[src/rtl/sdrc_req_split_if.sv]
// Request/chunk bus of the SDRAM request splitter: application request side plus r2b chunk side.
// master = requester/bank environment, slave = the splitter itself.
interface sdrc_req_split_if #(
    parameter int APP_AW = 26,
    parameter int REQ_BW = 7,
    parameter int ID_W   = 4
);
    logic              app_req;
    logic [APP_AW-1:0] app_req_addr;
    logic [REQ_BW-1:0] app_req_len;
    logic              app_req_wr_n;
    logic [ID_W-1:0]   app_req_id;
    logic              app_req_dma_last;
    logic              app_req_ack;

    logic              r2b_req;
    logic [ID_W-1:0]   r2b_req_id;
    logic              r2b_start;
    logic              r2b_last;
    logic [1:0]        r2b_ba;
    logic [11:0]       r2b_raddr;
    logic [11:0]       r2b_caddr;
    logic [REQ_BW-1:0] r2b_len;
    logic              r2b_write;
    logic              r2b_dma_last;
    logic              b2r_ack;

    modport master (
        output app_req, app_req_addr, app_req_len, app_req_wr_n, app_req_id, app_req_dma_last,
        input  app_req_ack,
        input  r2b_req, r2b_req_id, r2b_start, r2b_last, r2b_ba, r2b_raddr, r2b_caddr,
        input  r2b_len, r2b_write, r2b_dma_last,
        output b2r_ack
    );

    modport slave (
        input  app_req, app_req_addr, app_req_len, app_req_wr_n, app_req_id, app_req_dma_last,
        output app_req_ack,
        output r2b_req, r2b_req_id, r2b_start, r2b_last, r2b_ba, r2b_raddr, r2b_caddr,
        output r2b_len, r2b_write, r2b_dma_last,
        input  b2r_ack
    );
endinterface

[src/rtl/sdrc_req_split.sv]
// Splits one application request into page-bounded chunks for the bank FSMs.
// Optional per-chunk length cap: define SDRC_REQ_MAX_BURST_EN to add cfg_max_burst.
//   state | meaning
//   IDLE  | no request held; accepts app_req
//   ISSUE | presenting the current chunk on r2b, waiting for b2r_ack
module sdrc_req_split #(
    parameter int APP_AW = 26,
    parameter int REQ_BW = 7,
    parameter int ID_W   = 4
) (
    input  logic              clk,
    input  logic              reset_n,
    input  logic [1:0]        cfg_colbits,
`ifdef SDRC_REQ_MAX_BURST_EN
    input  logic [REQ_BW-1:0] cfg_max_burst,
`endif
    sdrc_req_split_if.slave   bus
);
    localparam int LW = (REQ_BW > 12) ? REQ_BW : 12;

    typedef enum logic {IDLE, ISSUE} state_t;

    state_t            state, state_nxt;
    logic [APP_AW-1:0] cur_addr;
    logic [REQ_BW-1:0] remaining;
    logic              write_q;
    logic              dma_last_q;
    logic              first_q;
    logic [ID_W-1:0]   id_q;

    logic [11:0]       caddr;
    logic [1:0]        ba;
    logic [11:0]       raddr;
    logic [LW-1:0]     page_room;
    logic [LW-1:0]     rem_ext;
    logic [LW-1:0]     cap;
    logic [LW-1:0]     chunk;
    logic              last;
    logic              accept;
    logic              advance;

    always_comb begin
        caddr = '0;
        ba    = '0;
        raddr = '0;
        case (cfg_colbits)
            2'b00: begin
                caddr = {4'b0, cur_addr[7:0]};
                ba    = cur_addr[9:8];
                raddr = cur_addr[21:10];
            end
            2'b01: begin
                caddr = {3'b0, cur_addr[8:0]};
                ba    = cur_addr[10:9];
                raddr = cur_addr[22:11];
            end
            2'b10: begin
                caddr = {2'b0, cur_addr[9:0]};
                ba    = cur_addr[11:10];
                raddr = cur_addr[23:12];
            end
            default: begin
                caddr = {1'b0, cur_addr[10:0]};
                ba    = cur_addr[12:11];
                raddr = cur_addr[24:13];
            end
        endcase
    end

`ifdef SDRC_REQ_MAX_BURST_EN
    assign cap = LW'(cfg_max_burst);
`else
    assign cap = '0;
`endif

    // Chunk length depends only on registered state and static config, never on b2r_ack.
    assign page_room = LW'(12'd256 << cfg_colbits) - LW'(caddr);
    assign rem_ext   = LW'(remaining);

    always_comb begin
        chunk = (rem_ext < page_room) ? rem_ext : page_room;
        if ((cap != '0) && (cap < chunk)) begin
            chunk = cap;
        end
    end

    assign last = (chunk == rem_ext);

    always_comb begin
        state_nxt = state;
        accept    = 1'b0;
        advance   = 1'b0;
        case (state)
            IDLE: begin
                if (bus.app_req) begin
                    accept    = 1'b1;
                    state_nxt = ISSUE;
                end
            end
            ISSUE: begin
                if (bus.b2r_ack) begin
                    advance = 1'b1;
                    if (last) begin
                        state_nxt = IDLE;
                    end
                end
            end
            default: state_nxt = IDLE;
        endcase
    end

    always_ff @(posedge clk) begin
        if (!reset_n) begin
            state      <= IDLE;
            cur_addr   <= '0;
            remaining  <= '0;
            write_q    <= 1'b0;
            dma_last_q <= 1'b0;
            first_q    <= 1'b0;
            id_q       <= '0;
        end else begin
            state <= state_nxt;
            if (accept) begin
                cur_addr   <= bus.app_req_addr;
                remaining  <= (bus.app_req_len == '0) ? REQ_BW'(1) : bus.app_req_len;
                write_q    <= ~bus.app_req_wr_n;
                dma_last_q <= bus.app_req_dma_last;
                first_q    <= 1'b1;
                id_q       <= bus.app_req_id;
            end else if (advance) begin
                cur_addr  <= cur_addr + APP_AW'(chunk);
                remaining <= remaining - chunk[REQ_BW-1:0];
                first_q   <= 1'b0;
            end
        end
    end

    // The ack is gated with reset_n so nothing is accepted while reset is held.
    assign bus.app_req_ack = accept & reset_n;

    always_comb begin
        bus.r2b_req      = 1'b0;
        bus.r2b_req_id   = '0;
        bus.r2b_start    = 1'b0;
        bus.r2b_last     = 1'b0;
        bus.r2b_ba       = '0;
        bus.r2b_raddr    = '0;
        bus.r2b_caddr    = '0;
        bus.r2b_len      = '0;
        bus.r2b_write    = 1'b0;
        bus.r2b_dma_last = 1'b0;
        if (state == ISSUE) begin
            bus.r2b_req      = 1'b1;
            bus.r2b_req_id   = id_q;
            bus.r2b_start    = first_q;
            bus.r2b_last     = last;
            bus.r2b_ba       = ba;
            bus.r2b_raddr    = raddr;
            bus.r2b_caddr    = caddr;
            bus.r2b_len      = chunk[REQ_BW-1:0];
            bus.r2b_write    = write_q;
            bus.r2b_dma_last = last & dma_last_q;
        end
    end
endmodule

[src/flat_wrapper.sv]
// flat-port wrapper written by rule: the top's interface ports become plain ports
module sdrc_req_split_flat 
#(
    parameter int APP_AW = 26,
    parameter int REQ_BW = 7,
    parameter int ID_W   = 4
)
  (clk, reset_n, cfg_colbits, bus_app_req, bus_app_req_addr, bus_app_req_len, bus_app_req_wr_n, bus_app_req_id, bus_app_req_dma_last, bus_app_req_ack, bus_r2b_req, bus_r2b_req_id, bus_r2b_start, bus_r2b_last, bus_r2b_ba, bus_r2b_raddr, bus_r2b_caddr, bus_r2b_len, bus_r2b_write, bus_r2b_dma_last, bus_b2r_ack);
  sdrc_req_split_if #(.APP_AW(APP_AW), .REQ_BW(REQ_BW), .ID_W(ID_W)) bus_i ();
  input  logic clk;
  input  logic reset_n;
  input  logic [1:0] cfg_colbits;
  input wire logic [$bits(bus_i.app_req)-1:0] bus_app_req;
  input wire logic [$bits(bus_i.app_req_addr)-1:0] bus_app_req_addr;
  input wire logic [$bits(bus_i.app_req_len)-1:0] bus_app_req_len;
  input wire logic [$bits(bus_i.app_req_wr_n)-1:0] bus_app_req_wr_n;
  input wire logic [$bits(bus_i.app_req_id)-1:0] bus_app_req_id;
  input wire logic [$bits(bus_i.app_req_dma_last)-1:0] bus_app_req_dma_last;
  output wire logic [$bits(bus_i.app_req_ack)-1:0] bus_app_req_ack;
  output wire logic [$bits(bus_i.r2b_req)-1:0] bus_r2b_req;
  output wire logic [$bits(bus_i.r2b_req_id)-1:0] bus_r2b_req_id;
  output wire logic [$bits(bus_i.r2b_start)-1:0] bus_r2b_start;
  output wire logic [$bits(bus_i.r2b_last)-1:0] bus_r2b_last;
  output wire logic [$bits(bus_i.r2b_ba)-1:0] bus_r2b_ba;
  output wire logic [$bits(bus_i.r2b_raddr)-1:0] bus_r2b_raddr;
  output wire logic [$bits(bus_i.r2b_caddr)-1:0] bus_r2b_caddr;
  output wire logic [$bits(bus_i.r2b_len)-1:0] bus_r2b_len;
  output wire logic [$bits(bus_i.r2b_write)-1:0] bus_r2b_write;
  output wire logic [$bits(bus_i.r2b_dma_last)-1:0] bus_r2b_dma_last;
  input wire logic [$bits(bus_i.b2r_ack)-1:0] bus_b2r_ack;
  assign bus_i.app_req = bus_app_req;
  assign bus_i.app_req_addr = bus_app_req_addr;
  assign bus_i.app_req_len = bus_app_req_len;
  assign bus_i.app_req_wr_n = bus_app_req_wr_n;
  assign bus_i.app_req_id = bus_app_req_id;
  assign bus_i.app_req_dma_last = bus_app_req_dma_last;
  assign bus_app_req_ack = bus_i.app_req_ack;
  assign bus_r2b_req = bus_i.r2b_req;
  assign bus_r2b_req_id = bus_i.r2b_req_id;
  assign bus_r2b_start = bus_i.r2b_start;
  assign bus_r2b_last = bus_i.r2b_last;
  assign bus_r2b_ba = bus_i.r2b_ba;
  assign bus_r2b_raddr = bus_i.r2b_raddr;
  assign bus_r2b_caddr = bus_i.r2b_caddr;
  assign bus_r2b_len = bus_i.r2b_len;
  assign bus_r2b_write = bus_i.r2b_write;
  assign bus_r2b_dma_last = bus_i.r2b_dma_last;
  assign bus_i.b2r_ack = bus_b2r_ack;
  sdrc_req_split #(.APP_AW(APP_AW), .REQ_BW(REQ_BW), .ID_W(ID_W)) u_core (.clk(clk), .reset_n(reset_n), .cfg_colbits(cfg_colbits), .bus(bus_i));
endmodule
[config.mk]
export PLATFORM = sky130hd
export DESIGN_NAME = sdrc_req_split_flat
export DESIGN_NICKNAME = d
export VERILOG_FILES = /design/src/rtl/sdrc_req_split_if.sv /design/src/rtl/sdrc_req_split.sv /design/src/flat_wrapper.sv
export SDC_FILE = /design/constraint.sdc
export NUM_CORES = 1
export LEC_CHECK = 0
export ABC_AREA = 1
export BUFFER_PORTS_ARGS = -buffer_cell sky130_fd_sc_hd__clkbuf_2
export CORE_MARGIN = 2
export CORE_UTILIZATION = 45
export CTS_BUF_LIST = sky130_fd_sc_hd__clkbuf_8
export DETAILED_ROUTE_END_ITERATION = 8
export PLACE_DENSITY = 0.75
export SYNTH_ARGS = -nofsm -noshare
export SYNTH_HDL_FRONTEND = slang
export SYNTH_SLANG_ARGS = --single-unit
[constraint.sdc]
create_clock -name clk -period 5.9 [get_ports clk]
set_input_delay 1.18 -clock clk [delete_from_list [all_inputs] [get_ports clk]]
set_output_delay 1.18 -clock clk [all_outputs]
set_load 0.05 [all_outputs]
Word level (Yosys, flattened, before mapping)
Cells that the tools add are included.
{"block": "totals", "elab_cells": 50, "inputBits": 45, "ff_bits": 41}
{"block": "classes", "bitwise_logic": 4, "shift": 1, "muxes": 28, "n_eq_ne": 3, "n_lt_le_gt_ge": 1, "reduce_logical": 3, "n_addsub": 3}
{"op": "$mux 26", "n": 2}
{"op": "$mux 12", "n": 3}
{"op": "$pmux 12 s3", "n": 1}
{"op": "$pmux 11 s3", "n": 1}
{"op": "$mux 7", "n": 4}
{"op": "$add 26x12->26", "n": 1}
{"op": "$mux 1", "n": 13}
{"op": "$eq 12x7->1", "n": 1}
{"op": "$lt 7x12->1", "n": 1}
{"op": "$shl 9x2->12 const A", "n": 1}
{"op": "$sub 12x11->12", "n": 1}
{"op": "$logic_not 7->1", "n": 1}
{"op": "$sub 7x7->7", "n": 1}
{"op": "$pmux 2 s3", "n": 1}
{"op": "$mux 4", "n": 1}
{"op": "$and 1x1->1", "n": 2}
{"op": "$eq 2x1->1 const B", "n": 1}
{"op": "$eq 2x2->1 const B", "n": 1}
{"op": "$logic_not 2->1", "n": 1}
{"op": "$mux 2", "n": 1}
{"op": "$not 1->1", "n": 2}
{"op": "$pmux 1 s2", "n": 1}
{"op": "$reduce_bool 2->1", "n": 1}

Depth between registers and ports, before layout
{"block": "depth", "word_depth": 9, "depth_mapped": 33, "ltp_nobuf": 32}

Worst setup path after synthesis
OpenSTA, ideal clock, no wires.
{"block": "synth_timing", "kind": "input port to output port", "from": "input port cfg_colbits[1]", "to": "output port bus_r2b_dma_last", "cell_stages": 20, "n_path_buf": 3, "setup_slack_ps": -172, "arrival_time_ps": 4892, "path_cell_list": "buf_6 -> nor2_1 -> clkbuf_1 -> ha_1 -> nand2_1 -> nor2_1 -> nor2_1 -> nand2_1 -> nor2_1 -> nand4_1 -> nor2_2 -> nand2_2 -> buf_6 -> o21ai_2 -> inv_2 -> ha_1 -> nand2_1 -> nor2_1 -> nand3_1 -> nor3b_1"}
{"block": "synth_via", "elab_chain_len": 8, "elab_cells_between_ends": 11}
{"element": "start: declaration", "line_no": "flat_wrapper.sv:12", "text": "input logic [1:0] cfg_colbits;"}
{"element": "$eq 2x2->1, or another cell as far along", "line_no": "sdrc_req_split.sv:46", "text": "case (cfg_colbits)"}
{"element": "$pmux 11 s3", "line_no": "sdrc_req_split.sv:46"}
{"element": "$sub 12x11->12 *", "line_no": "sdrc_req_split.sv:77", "text": "assign page_room = LW'(12'd256 << cfg_colbits) - LW'(caddr);"}
{"element": "$lt 7x12->1", "line_no": "sdrc_req_split.sv:81", "text": "chunk = (rem_ext < page_room) ? rem_ext : page_room;"}
{"element": "$mux 12 *", "line_no": "sdrc_req_split.sv:81"}
{"element": "$eq 12x7->1 *", "line_no": "sdrc_req_split.sv:87", "text": "assign last = (chunk == rem_ext);"}
{"element": "$and 1x1->1 *", "line_no": "sdrc_req_split.sv:162", "text": "bus.r2b_dma_last = last & dma_last_q;"}
{"element": "$mux 1 *", "line_no": "sdrc_req_split.sv:152", "text": "if (state == ISSUE) begin"}
{"element": "end: declaration", "line_no": "flat_wrapper.sv:29", "text": "output wire logic [$bits(bus_i.r2b_dma_last)-1:0] bus_r2b_dma_last;"}
Every way passes the cells marked *; elsewhere a longest branch is shown, timed or not.

Worst setup path after layout
{"block": "layout_timing", "from": "input port cfg_colbits[0]", "to": "output port bus_r2b_dma_last"}
The elaborated chain is that of the path after synthesis.

==> results by group <==
Synth
  – Post-synth EDFFs: 0
  – Post-Syn Area: 3882 µm²
  – Ys flop type: dfxtp_1
  – Synth Register Bits: 40
  – Mean Syn Cell Area: 6.057 µm²
  – Seq/Total Area, Yosys: 20.63%
  – Distinct cells, synth: 39
  – Mapped Cells: 641
  – Yosys warning count: 0
  – FFs w/ async S/R, synth: 0%

Critical path
  – Critical path startpoint category: primary input
  – Worst EP arrival: 4.34 ns
  – Reg2Reg Depth: 27
  – Critical setup path kind: in2out
  – Worst r2r dst: u_core.cur_addr[18]
  – Crit path capture type: output port
  – CP Max Fanout: 13
  – Required time of the critical path: 4.72 ns
  – R2R Setup Slk: 1.13 ns
  – RR Startpoint: u_core.cur_addr[0]

STA
  – RSZ-0062 raised after global routing: false
  – Final min period: 5.522 ns
  – Worst hold slack: 0.4929 ns
  – TNS Setup: 0 ns
  – Endpoints failing setup: 0
  – Final Hold Viols: 0
  – Period utilisation layout: 93.60%
  – FMAX: 181.1 MHz
  – Final max-slew violation count: 0
  – Rel. slew slack: 22.84%
  – Least-Margin Pin Slew: 1.156 ns
  – Fin worst setup slack: 0.3775 ns
  – Post-Route Skew: 0.004781 ns

Clocking
  – Hold_buf cts: 0
  – Clk slew on worst S/H paths: 0.09 ns
  – CTS H-tree depth: 2
  – Setup Buffers After CTS: 0
  – Clock Latency Late Sink: 0.30 ns
  – Longest Clk Path Bufs: 2
  – CTS resizes: 0
  – Clk sinks: 40
  – CTS Buf Count: 5
  – Root Buffer: clkbuf_8
  – CTS tree: built

Place
  – Buffers on Ports: 85
  – Gp weighted congestion: 0.8978
  – Post-DP HPWL: 8345 µm
  – Dpl cell area: 4345 µm²
  – Pre-CTS setup slack: 0.2777 ns

Global routing
  – First-pass GRT wire length: 19220 µm
  – Number of global-route vias before repair: 4200
  – Largest net degree at the start of global routing: 38
  – Grt ovf: 0
  – All-Layer GR Usage: 24.01%
  – Initial antenna violation count: 0

Hold path
  – Worst hold path type: reg2reg
  – Worst hold stages: 2
  – Min-Delay Endpoint: u_core.dma_last_q
  – Hold Startpoint: u_core.dma_last_q

Job
  – Maxcap violations: 0

Power
  – Clk pwr share: 21.5%
  – Switch share: 44.77%
  – Pwr Density: 213.3 nW/µm²
  – Gate power share: 43.4%
  – Total power: 952.0 µW
  – Net Switching: 426.2 µW
  – Register share of total power: 35.2%
  – Int Pwr: 525.8 µW
  – Leakage: 0.002331 µW
  – Worst vdd ir: 143.7 µV

Floorplanning
  – Rows: 33
  – Initial cell density of the core: 46.78%
  – Core area: 8299 µm²
  – Chip Height: 96.89 µm
  – Die width: 96.89 µm
  – DIE AREA: 9387 µm²
  – # IOs: 88

Detailed routing
  – Vias: 4407
  – TritonRoute pass-1 iters: 4
  – Mean routed wirelength per cell: 13.69 µm
  – Vias per cell: 5.381
  – Antenna Nets Post-Route: 0
  – DRT iter0 DRCs: 233
  – Final WL: 11210 µm
  – Drt drc: 0

Cells and area
  – Inserted Diodes: 0
  – Most frequent cells in the layout: nand2_1 (172), inv_1 (96), clkbuf_2 (83), nor2_1 (56), o21ai_0 (47)
  – P&R area growth vs syn: 14.95%
  – Fillcell total: 859
  – Final Instance Area: 4463 µm²
  – Share of cells above drive strength 1: 17.79%
  – # nets final: 788
  – Most common cell after layout, fill and taps aside: nand2_1

Outcome
  – Status: finished, final reports clean
## critical path, stage by stage
cell and delay, ns:
clkbuf_2 0.22, nand2_4 0.07, inv_2 0.11, nand2_1 0.08, ha_1 0.35, inv_1 0.07, nand2_1 0.05, nand2_1 0.06
nand2_1 0.05, nor2_1 0.08, nand2_1 0.05, nor2_1 0.08, nand4_1 0.13, nor2_4 0.17, nand2_4 0.15, o21ai_2 0.18
inv_1 0.08, ha_1 0.37, nand2_1 0.09, nor2_1 0.11, nand3_1 0.16, nor3b_2 0.19, clkbuf_4 0.26
## cells in the mapped netlist (7+ instances only)
library cell | number | area share [%]
o2111ai_1 | 7 | 1.6
xor2_1 | 10 | 2.3
o21ai_0 | 47 | 6.1
a21oi_1 | 39 | 5.0
ha_1 | 28 | 9.0
inv_1 | 96 | 9.3
nor2_1 | 56 | 5.4
o211ai_1 | 14 | 2.7
clkbuf_1 | 14 | 1.4
nand3_1 | 24 | 3.1
dfxtp_1 | 40 | 21
a31oi_1 | 20 | 3.2
nand2_1 | 172 | 17
## cells by family (layout without fill, tap and decap cells)
group | Yosys count | after routing | synth area share (%)
buffers and inverters | 130 | 199 | 13.76
XOR/XNOR | 11 | 11 | 2.481
flip-flops | 40 | 40 | 20.63
AO/OA/AOI/OAI | 145 | 145 | 22.37
adder cells (fa/ha/maj) | 30 | 30 | 10.05
AND/OR/NAND/NOR | 284 | 284 | 30.62
other | 1 | 5 | 0.09659
## through the flow
stage                     cells  utilization [%]
after global placement      811            52.36
after CTS                   819            53.54
final                       819            53.78
after floorplan             645                -
after detailed placement    811            52.36
after global routing        819            53.78
## registers in the layout, summed over array words and instances, names as in the netlist
signal	count
u_core.cur_addr	25
u_core.write_q	1
u_core.state	1
u_core.id_q	4
u_core.dma_last_q	1
u_core.remaining	7
u_core.first_q	1
## metal layers
metal / wire [µm] / share of wire, % / global-route usage [%] / vias up
met3: 714 / 6.4 / 4.118 / 21
li1: - / - / - / 2241
met5: 0 / 0 / 0 / -
met4: 177 / 1.6 / 6.176 / 0
met1: 5037 / 45 / 31.01 / 1978
met2: 5283 / 47 / 41.40 / 167
## worst max path at each step
stage                                  end           start  cells after the start  slack, ns
after floorplan           bus_r2b_dma_last  cfg_colbits[1]                     20       0.31
final                     bus_r2b_dma_last  cfg_colbits[0]                     23       0.38
after detailed placement  bus_r2b_dma_last  cfg_colbits[0]                     23       0.28
after global placement    bus_r2b_dma_last  cfg_colbits[1]                     23       0.37
after CTS                 bus_r2b_dma_last  cfg_colbits[0]                     23       0.28
after global routing      bus_r2b_dma_last  cfg_colbits[0]                     23       0.05
## power by group through the flow
stage	Clock, µW	Sequential (µW)	Combinational (µW)
finish	204	335	413
floorplan	0	321	324
global route	221	339	466
global placement	0	338	387
CTS	210	334	406
detailed placement	0	340	402
## area by class of cell
cell class              count  area (µm²)  area share (%)
clock buffers               6       82.58           1.850
well taps                 105       131.4           2.944
flip-flops and latches     40       800.8           17.94
inverters                 100       375.4           8.410
multi-input cells         475        2585           57.92
repair buffers             91       473.0           10.60
clock inverters             2       15.01          0.3364
(Power assumes the default switching activity.)
